File: src/rtl/i2c_link_master.sv
// i2c_link_master: byte-level I2C master sequencing the DAQ, TRG and NVIO links
// Host side: START/BUS_SEL/RW/DEV_ADDR/NB_M1/WDATA in; BUSY/DONE/NACK_ERR/RDATA out.
// Pad side per link: SDA_DIR (IOBUF T, 1 = release), SDA_OUT (tied 0), SDA_IN, SCL_OUT.
// NVIO_I2C_ENB: active-low translator enable, low while an NVIO transaction is busy.
module i2c_link_master #(
   parameter int CLK_DIV = 100
) (
   input  logic        CLK,
   input  logic        RST,
   input  logic        START,
   input  logic [1:0]  BUS_SEL,
   input  logic        RW,
   input  logic [6:0]  DEV_ADDR,
   input  logic [1:0]  NB_M1,
   input  logic [31:0] WDATA,
   output logic        BUSY,
   output logic        DONE,
   output logic        NACK_ERR,
   output logic [31:0] RDATA,
   output logic        DAQ_SDA_DIR,
   output logic        TRG_SDA_DIR,
   output logic        NVIO_SDA_DIR,
   output logic        DAQ_SDA_OUT,
   output logic        TRG_SDA_OUT,
   output logic        NVIO_SDA_OUT,
   input  logic        DAQ_SDA_IN,
   input  logic        TRG_SDA_IN,
   input  logic        NVIO_SDA_IN,
   output logic        DAQ_SCL_OUT,
   output logic        TRG_SCL_OUT,
   output logic        NVIO_SCL_OUT,
   output logic        NVIO_I2C_ENB
);
   localparam logic [2:0] IDLE = 3'd0, STA = 3'd1, BIT = 3'd2, ACK = 3'd3, STO = 3'd4, FIN = 3'd5;
   logic [2:0]  st, bc;
   logic [1:0]  q, sel, nb, bi;
   logic [9:0]  cnt;
   logic        tick, rw, first, ack_s, slave_ack, rd_phase, last, scl, rel, sda_in;
   logic [7:0]  sr, rx;
   logic [31:0] wd;
   assign tick      = cnt == 10'(CLK_DIV - 1);
   assign BUSY      = st != IDLE;
   // slave drives the ACK slot after the address byte and after every written byte
   assign slave_ack = first | ~rw;
   assign rd_phase  = rw & ~first;
   assign last      = bi == nb;
   assign sda_in    = (sel == 2'd0) ? DAQ_SDA_IN : (sel == 2'd1) ? TRG_SDA_IN : NVIO_SDA_IN;
   assign scl = (st == BIT || st == ACK) ? (q == 2'd1 || q == 2'd2) :
                (st == STO) ? (q != 2'd0) : 1'b1;
   // in a read, the master ACKs every byte but the last, which is NACKed by releasing
   assign rel = (st == STA) ? 1'b0 :
                (st == BIT) ? (rd_phase | sr[7]) :
                (st == ACK) ? (slave_ack | last) :
                (st == STO) ? (q == 2'd2) : 1'b1;
   assign DAQ_SDA_DIR  = (sel == 2'd0) ? rel : 1'b1;
   assign TRG_SDA_DIR  = (sel == 2'd1) ? rel : 1'b1;
   assign NVIO_SDA_DIR = (sel == 2'd2) ? rel : 1'b1;
   assign DAQ_SCL_OUT  = (sel == 2'd0) ? scl : 1'b1;
   assign TRG_SCL_OUT  = (sel == 2'd1) ? scl : 1'b1;
   assign NVIO_SCL_OUT = (sel == 2'd2) ? scl : 1'b1;
   assign DAQ_SDA_OUT  = 1'b0;
   assign TRG_SDA_OUT  = 1'b0;
   assign NVIO_SDA_OUT = 1'b0;
   assign NVIO_I2C_ENB = ~(BUSY & (sel == 2'd2));
   always_ff @(posedge CLK) begin
      if (RST) begin
         st       <= IDLE;
         q        <= '0;
         cnt      <= '0;
         sel      <= '0;
         nb       <= '0;
         bi       <= '0;
         bc       <= '0;
         rw       <= 1'b0;
         first    <= 1'b0;
         ack_s    <= 1'b0;
         sr       <= '0;
         rx       <= '0;
         wd       <= '0;
         DONE     <= 1'b0;
         NACK_ERR <= 1'b0;
         RDATA    <= '0;
      end else begin
         DONE <= 1'b0;
         cnt  <= (st == IDLE || tick) ? '0 : cnt + 10'd1;
         if (st == IDLE) begin
            if (START) begin
               sel      <= BUS_SEL;
               rw       <= RW;
               nb       <= NB_M1;
               sr       <= {DEV_ADDR, RW};
               wd       <= WDATA;
               first    <= 1'b1;
               bi       <= '0;
               bc       <= '0;
               q        <= '0;
               NACK_ERR <= 1'b0;
               RDATA    <= '0;
               st       <= (BUS_SEL == 2'd3) ? FIN : STA;
            end
         end else if (st == FIN) begin
            DONE <= 1'b1;
            st   <= IDLE;
            if (sel == 2'd3) NACK_ERR <= 1'b1;
         end else if (tick) begin
            q <= q + 2'd1;
            case (st)
               STA: if (q == 2'd1) begin
                  st <= BIT;
                  q  <= '0;
               end
               BIT: begin
                  if (q == 2'd2 && rd_phase) rx <= {rx[6:0], sda_in};
                  if (q == 2'd3) begin
                     sr <= {sr[6:0], 1'b0};
                     bc <= bc + 3'd1;
                     if (bc == 3'd7) begin
                        st <= ACK;
                        if (rd_phase) RDATA[{bi, 3'b000} +: 8] <= rx;
                     end
                  end
               end
               ACK: begin
                  if (q == 2'd2) ack_s <= sda_in;
                  if (q == 2'd3) begin
                     if (slave_ack && ack_s) begin
                        NACK_ERR <= 1'b1;
                        st       <= STO;
                     end else if (!first && last) begin
                        st <= STO;
                     end else begin
                        st    <= BIT;
                        first <= 1'b0;
                        if (!first) bi <= bi + 2'd1;
                        sr    <= wd[7:0];
                        wd    <= {8'd0, wd[31:8]};
                     end
                  end
               end
               STO: if (q == 2'd2) begin
                  st <= FIN;
                  q  <= '0;
               end
               default: ;
            endcase
         end
      end
   end
endmodule

File: config.mk
export PLATFORM = sky130hd
export DESIGN_NAME = i2c_link_master
export DESIGN_NICKNAME = d
export VERILOG_FILES = /design/src/rtl/i2c_link_master.sv
export SDC_FILE = /design/constraint.sdc
export NUM_CORES = 1
export LEC_CHECK = 0
export CORE_ASPECT_RATIO = 1.2
export CORE_MARGIN = 5
export CORE_UTILIZATION = 28
export DETAILED_ROUTE_END_ITERATION = 6
export GPL_ROUTABILITY_DRIVEN = 0
export REMOVE_ABC_BUFFERS = 1
export SLEW_MARGIN = 5
export SYNTH_ARGS = -nofsm -noshare
export SYNTH_HDL_FRONTEND = slang
export SYNTH_SLANG_ARGS = --single-unit
File: constraint.sdc
create_clock -name CLK -period 5.5 [get_ports CLK]
set_input_delay 1.65 -clock CLK [delete_from_list [all_inputs] [get_ports CLK]]
set_output_delay 1.65 -clock CLK [all_outputs]
set_load 0.05 [all_outputs]
# Word-level counts from Yosys, hierarchy flattened
# Index checks and enable logic that the tools add are counted.
dict set report op_classes {
  shift 2
  mul 0
  div_mod_pow 0
  n_reduce_logical 36
  bitwise 10
  order_cmp 0
  addsub 5
  mux 91
  n_eq_ne 30
}
# cell count
set op_table {}
lappend op_table {{two-way mux 32 bit} 16}
lappend op_table {{two-way mux 8 bit} 8}
lappend op_table {{two-way mux 3 bit} 18}
lappend op_table {{bitwise mux 32 bit} 1}
lappend op_table {{variable shift 8 x 7 -> 32 bit, first input constant} 1}
lappend op_table {{variable part select 8 x 7 -> 32 bit} 1}
lappend op_table {{two-way mux 1 bit} 31}
lappend op_table {{two-way mux 2 bit} 14}
lappend op_table {{AND reduction 8 bit} 3}
lappend op_table {{nonzero test 3 bit} 6}
lappend op_table {{!= test 4 x 1 -> 1 bit, second input constant} 4}
lappend op_table {{one-hot mux 8 bit (2 select lines)} 1}
lappend op_table {{AND reduction 5 bit} 3}
lappend op_table {{AND reduction 7 bit} 2}
lappend op_table {{nonzero test 2 bit} 7}
lappend op_table {{one-hot mux 3 bit (4 select lines)} 1}
lappend op_table {{adder 10 x 1 -> 10 bit, second input constant} 1}
lappend op_table {{equality test 10 x 7 -> 1 bit, second input constant} 1}
lappend op_table {{equality test 2 bit, second input constant} 5}
lappend op_table {{equality test 3 bit, second input constant} 3}
lappend op_table {{!= test 2 bit, second input constant} 4}
lappend op_table {{negation 5 -> 7 bit} 1}
lappend op_table {{equality test 3 x 2 -> 1 bit, second input constant} 2}
lappend op_table {{!= test 3 x 1 -> 1 bit, second input constant} 2}
lappend op_table {{other kinds (23)} 38}
dict set report word_totals {
  in_bits 50
  out_inout_bits 45
  wordCells 190
  n_memories 0
  register_bits 109
  ram_bits 0
  rom_bits 0
  latch_bits 0
}

# Logic depth before layout (Yosys ltp)
dict set report logic_depth {
  ltp_word 10
  depth_mapped 9
  mapped_depth_nobuf 7
}

# Least setup slack after synthesis
# OpenSTA, ideal clock, no wires.
dict set report synth_path {
  path_type {register to output}
  startpoint {register st[1]}
  endpoint {output NVIO_I2C_ENB}
  t_required_ps 3850
  path_stages_with_launch 5
  path_slack_ps 2038
  n_path_buf 1
  t_arrival_ps 1812
  path_cell_list {dfxtp_1 > nor3_4 > inv_2 > clkbuf_1 > nand2_1}
}
dict set report synth_between {
  elab_chain_cells 3
}
# item line_no
set synth_rtl {}
lappend synth_rtl {{start: declaration} 35} ;# logic [2:0] st, bc;
lappend synth_rtl {{start signal: assignment} 99} ;# st <= (BUS_SEL == 2'd3) ? FIN : STA;
lappend synth_rtl {{nonzero test 3 bit} 42} ;# assign BUSY = st != IDLE;
lappend synth_rtl {{via BUSY} 16} ;# output logic BUSY,
lappend synth_rtl {{bitwise AND 1 bit} 64} ;# assign NVIO_I2C_ENB = ~(BUSY & (sel == 2'd2));
lappend synth_rtl {{NOT 1 bit} 64}
lappend synth_rtl {{end: declaration} 32} ;# output logic NVIO_I2C_ENB
# The timed path passes the listed nets, and every way through them passes these cells.

# Final worst setup path
dict set report layout_path {
  startpoint {register st[0]}
  endpoint {output NVIO_SCL_OUT}
}
dict set report layout_between {
  elab_chain_cells 4
  word_cells_on_any_way 7
  cone_classes {eq/ne: 3; mux: 3; reduce/logical: 1}
}
# item line_no
set layout_rtl {}
lappend layout_rtl {{equality test 3 bit or equality test 3 x 2 -> 1 bit (tied branches)} {49, 48}}
lappend layout_rtl {{two-way mux 1 bit or logical OR 1 bit (tied branches)} {49, 48}}
lappend layout_rtl {{two-way mux 1 bit *} 48} ;# assign scl = (st == BIT || st == ACK) ? (q == 2'd1 || q == 2'd2) :
lappend layout_rtl {{two-way mux 1 bit *} 60} ;# assign NVIO_SCL_OUT = (sel == 2'd2) ? scl : 1'b1;
lappend layout_rtl {{end: declaration} 31} ;# output logic NVIO_SCL_OUT,
# Mark *: on every way between the ends. The rest lies on a longest branch, timed or not.

==> run summary <==
Slowest Stage Delay on Critical Path: 800 ps
Num ports: 95
Status: completed
Setup ws final: 1130 ps
Flop2flop setup slack: 1970 ps
Largest net degree at the start of global routing: 48
Final period utilization: 0.795
Antenna violations before repair: 0
Power Total: 1.97 mW
Post-Syn Instances: 613
PD cells: 304 nW/um^2
Worst-Skew Late Latency: 370 ps
Wirelength, routed: 14000 um
Total gr overflow: 0
Vias per inst: 5.04
CP required: 3850 ps
Rows: 54
Max Root-Sink Buffers: 2
Area after DPL: 6180 um^2
Fmax: 229 MHz
Commonest non-fill, non-tap cells in the layout: nand2_1, dfxtp_1, clkdlybuf4s50_1, a21oi_1, o21ai_0
Mapped Area: 5150 um^2
Post-CTS sizing: 0
Setup WS pre-CTS: 1240 ps
Buffers plus inverters on the worst setup path: 1
Reg area: 2180 um^2
CP startpoint: st[0]
Die width: 134 um
Total Routing Usage GR: 0.133
Yosys warning total: 0
Slew Limit Fails: 0
DR pass1 iterations: 4
DRC: 0
EDFF count, synth: 0
Critical Path Start Type: flip-flop
Worst-path clk slew: 80 ps
Area growth syn-to-layout: 25.8%
Worst-path fanout max: 19
Vias in the first global route: 4436
N_diodes: 0
Max Cap Violations: 0
Total Die Area: 21200 um^2
Starting Density: 0.284
Hold_buf cts: 0
R2R Path Start: st[1]
Core Region: 18200 um^2
Critical Path, Cell by Cell: nor2_1 -> nand3_1 -> o21ai_0 -> nand2_1 -> clkdlybuf4s50_1
First-pass GRT wire length: 22700 um
Number of setup violations in the final report: 0
Clock tree sinks: 109
Detailed placer's ending HPWL: 9870 um
Layout cells sized above 1: 0.0555
Area of the multi-input gates: 2720 um^2
Largest delay share family, worst path: buffers and inverters
Root buffer cell: clkbuf_16
Commonest non-fill, non-tap cell in the layout: nand2_1
DIE HEIGHT: 159 um
Worst hold path startpoint: cnt[0]
Ys flop type: dfxtp_1
Synth Area per Inst: 8.41 um^2
H-tree depth: 3
Worst Max-Slew Pin Slew: 1060 ps
Crit path DAT: 2720 ps
Worst Setup Path Type: flip-flop to primary output
RSZ-0062 raised after global routing: false
DR vias: 4579
Cell variety after synth: 67
Detailed Route Iter0 Violations: 293
Port Buffer Count: 91
Clock Skew: 14.1 ps
Final setup TNS: 0 ps
Nets: 742
Seq cells post-synth: 109
Asr flop ratio synth: 0
CTS tree: done
CTS buffer count: 9
CP endpoint kind: primary output
Fillers: 1891
Fin. Hold Viols: 0
Register area share after synthesis: 0.423
VDD IR-drop max: 142 uV
Lkg Pwr: 2.32 nW
Wire per inst: 15.4 um
Post-CTS setup buffers: 0
Tmin final: 4370 ps
Routed Antenna Nets: 0
Relative slew slack: 0.290
Critical-path top delay cell: clkdlybuf4s50_1
Worst min-delay path class: flip-flop to flip-flop
Post-route design area: 6480 um^2
power breakdown:
group | switching [mW] | leakage [nW] | internal [mW]
Combinational | 0.276 | 1.28 | 0.155
Clock | 0.337 | 0.148 | 0.323
Sequential | 0.0398 | 0.885 | 0.839
sequential cells by signal, summed over array words and instances, names as in the netlist:
name / count
nb: 2
bc: 3
rx: 8
wd: 32
bi: 2
ack_s: 1
rw: 1
q: 2
NACK_ERR: 1
sr: 8
RDATA: 32
DONE: 1
cnt: 10
st: 3
first: 1
sel: 2
per-stage QoR:
step            util  hold slack, ps  instances
3_3_place_gp   0.340             428        893
6_report       0.357             453        909
3_5_place_dp   0.340             443        893
2_1_floorplan      -             413        572
4_1_cts        0.357             455        909
5_1_grt        0.357             487        909
layer usage:
metal	track usage	share of wire	up-vias
met3	0.0275	0.050	12
li1	-	-	2326
met2	0.225	0.48	114
met5	0	0	-
met4	0.0505	0.012	0
met1	0.166	0.46	2127
logic make-up (layout without fill, tap and decap cells):
| family | after synthesis | count (layout) | share of synthesized area |
|---|---|---|---|
| AOI/OAI and AO/OA | 185 | 185 | 0.238 |
| xor gates and xnor gates | 10 | 10 | 0.0170 |
| adders and majority gates | 12 | 12 | 0.0291 |
| buffers and inverters | 55 | 125 | 0.0510 |
| DFF | 109 | 109 | 0.423 |
| muxes | 16 | 16 | 0.0313 |
| other | 1 | 3 | 0.000727 |
| and+or+nand+nor | 225 | 225 | 0.210 |
Yosys cell counts (2+ instances only):
library cell | count | share of area
xnor2_1 | 4 | 0.0068
inv_1 | 11 | 0.0080
dfxtp_1 | 109 | 0.42
o2111ai_1 | 7 | 0.012
nor3b_1 | 8 | 0.012
a22oi_1 | 2 | 0.0029
buf_2 | 12 | 0.012
a21o_1 | 2 | 0.0029
nor4_1 | 2 | 0.0024
o22ai_1 | 2 | 0.0024
and3_1 | 6 | 0.0073
nand4_1 | 5 | 0.0061
buf_1 | 2 | 0.0015
o21a_1 | 3 | 0.0044
o21ai_0 | 29 | 0.028
nor2b_1 | 9 | 0.011
nand2b_1 | 7 | 0.0085
a31oi_1 | 7 | 0.0085
nor3_1 | 2 | 0.0019
a21oi_1 | 60 | 0.058
nor2_1 | 27 | 0.020
a311oi_1 | 25 | 0.042
or3_1 | 4 | 0.0049
or2_1 | 2 | 0.0024
nand2_1 | 127 | 0.092
ha_1 | 12 | 0.029
o211ai_1 | 3 | 0.0044
clkbuf_1 | 20 | 0.015
nand3_1 | 12 | 0.012
buf_4 | 7 | 0.010
mux2i_1 | 15 | 0.029
buf_6 | 2 | 0.0044
xor2_1 | 6 | 0.010
a41o_1 | 8 | 0.016
o21ai_1 | 22 | 0.021
path summary, 6_finish.rpt:
kind                                      to  cells after the start
worst max-delay path            NVIO_SCL_OUT                      5
worst min-delay path                  cnt[0]                      1
worst max register to register         wd[8]                      8
worst min register to register        cnt[0]                      1
final cells by class:
cell class,count,area share
clock buffers,9,0.0347
inverters,12,0.00695
multi-input cells,451,0.419
clock inverters,7,0.0129
flip-flops and latches,109,0.336
repair buffers,97,0.147
well taps,224,0.0432
worst reg2reg max path, stage by stage, from the launching register on:
cell and delay [ps]:
dfxtp_1 580, buf_4 310, nor3_4 60, inv_2 160
buf_4 420, and4_1 470, o221ai_4 260, nor2_2 890
a311oi_1 210
Note: power is estimated with default switching activity, not from simulation.
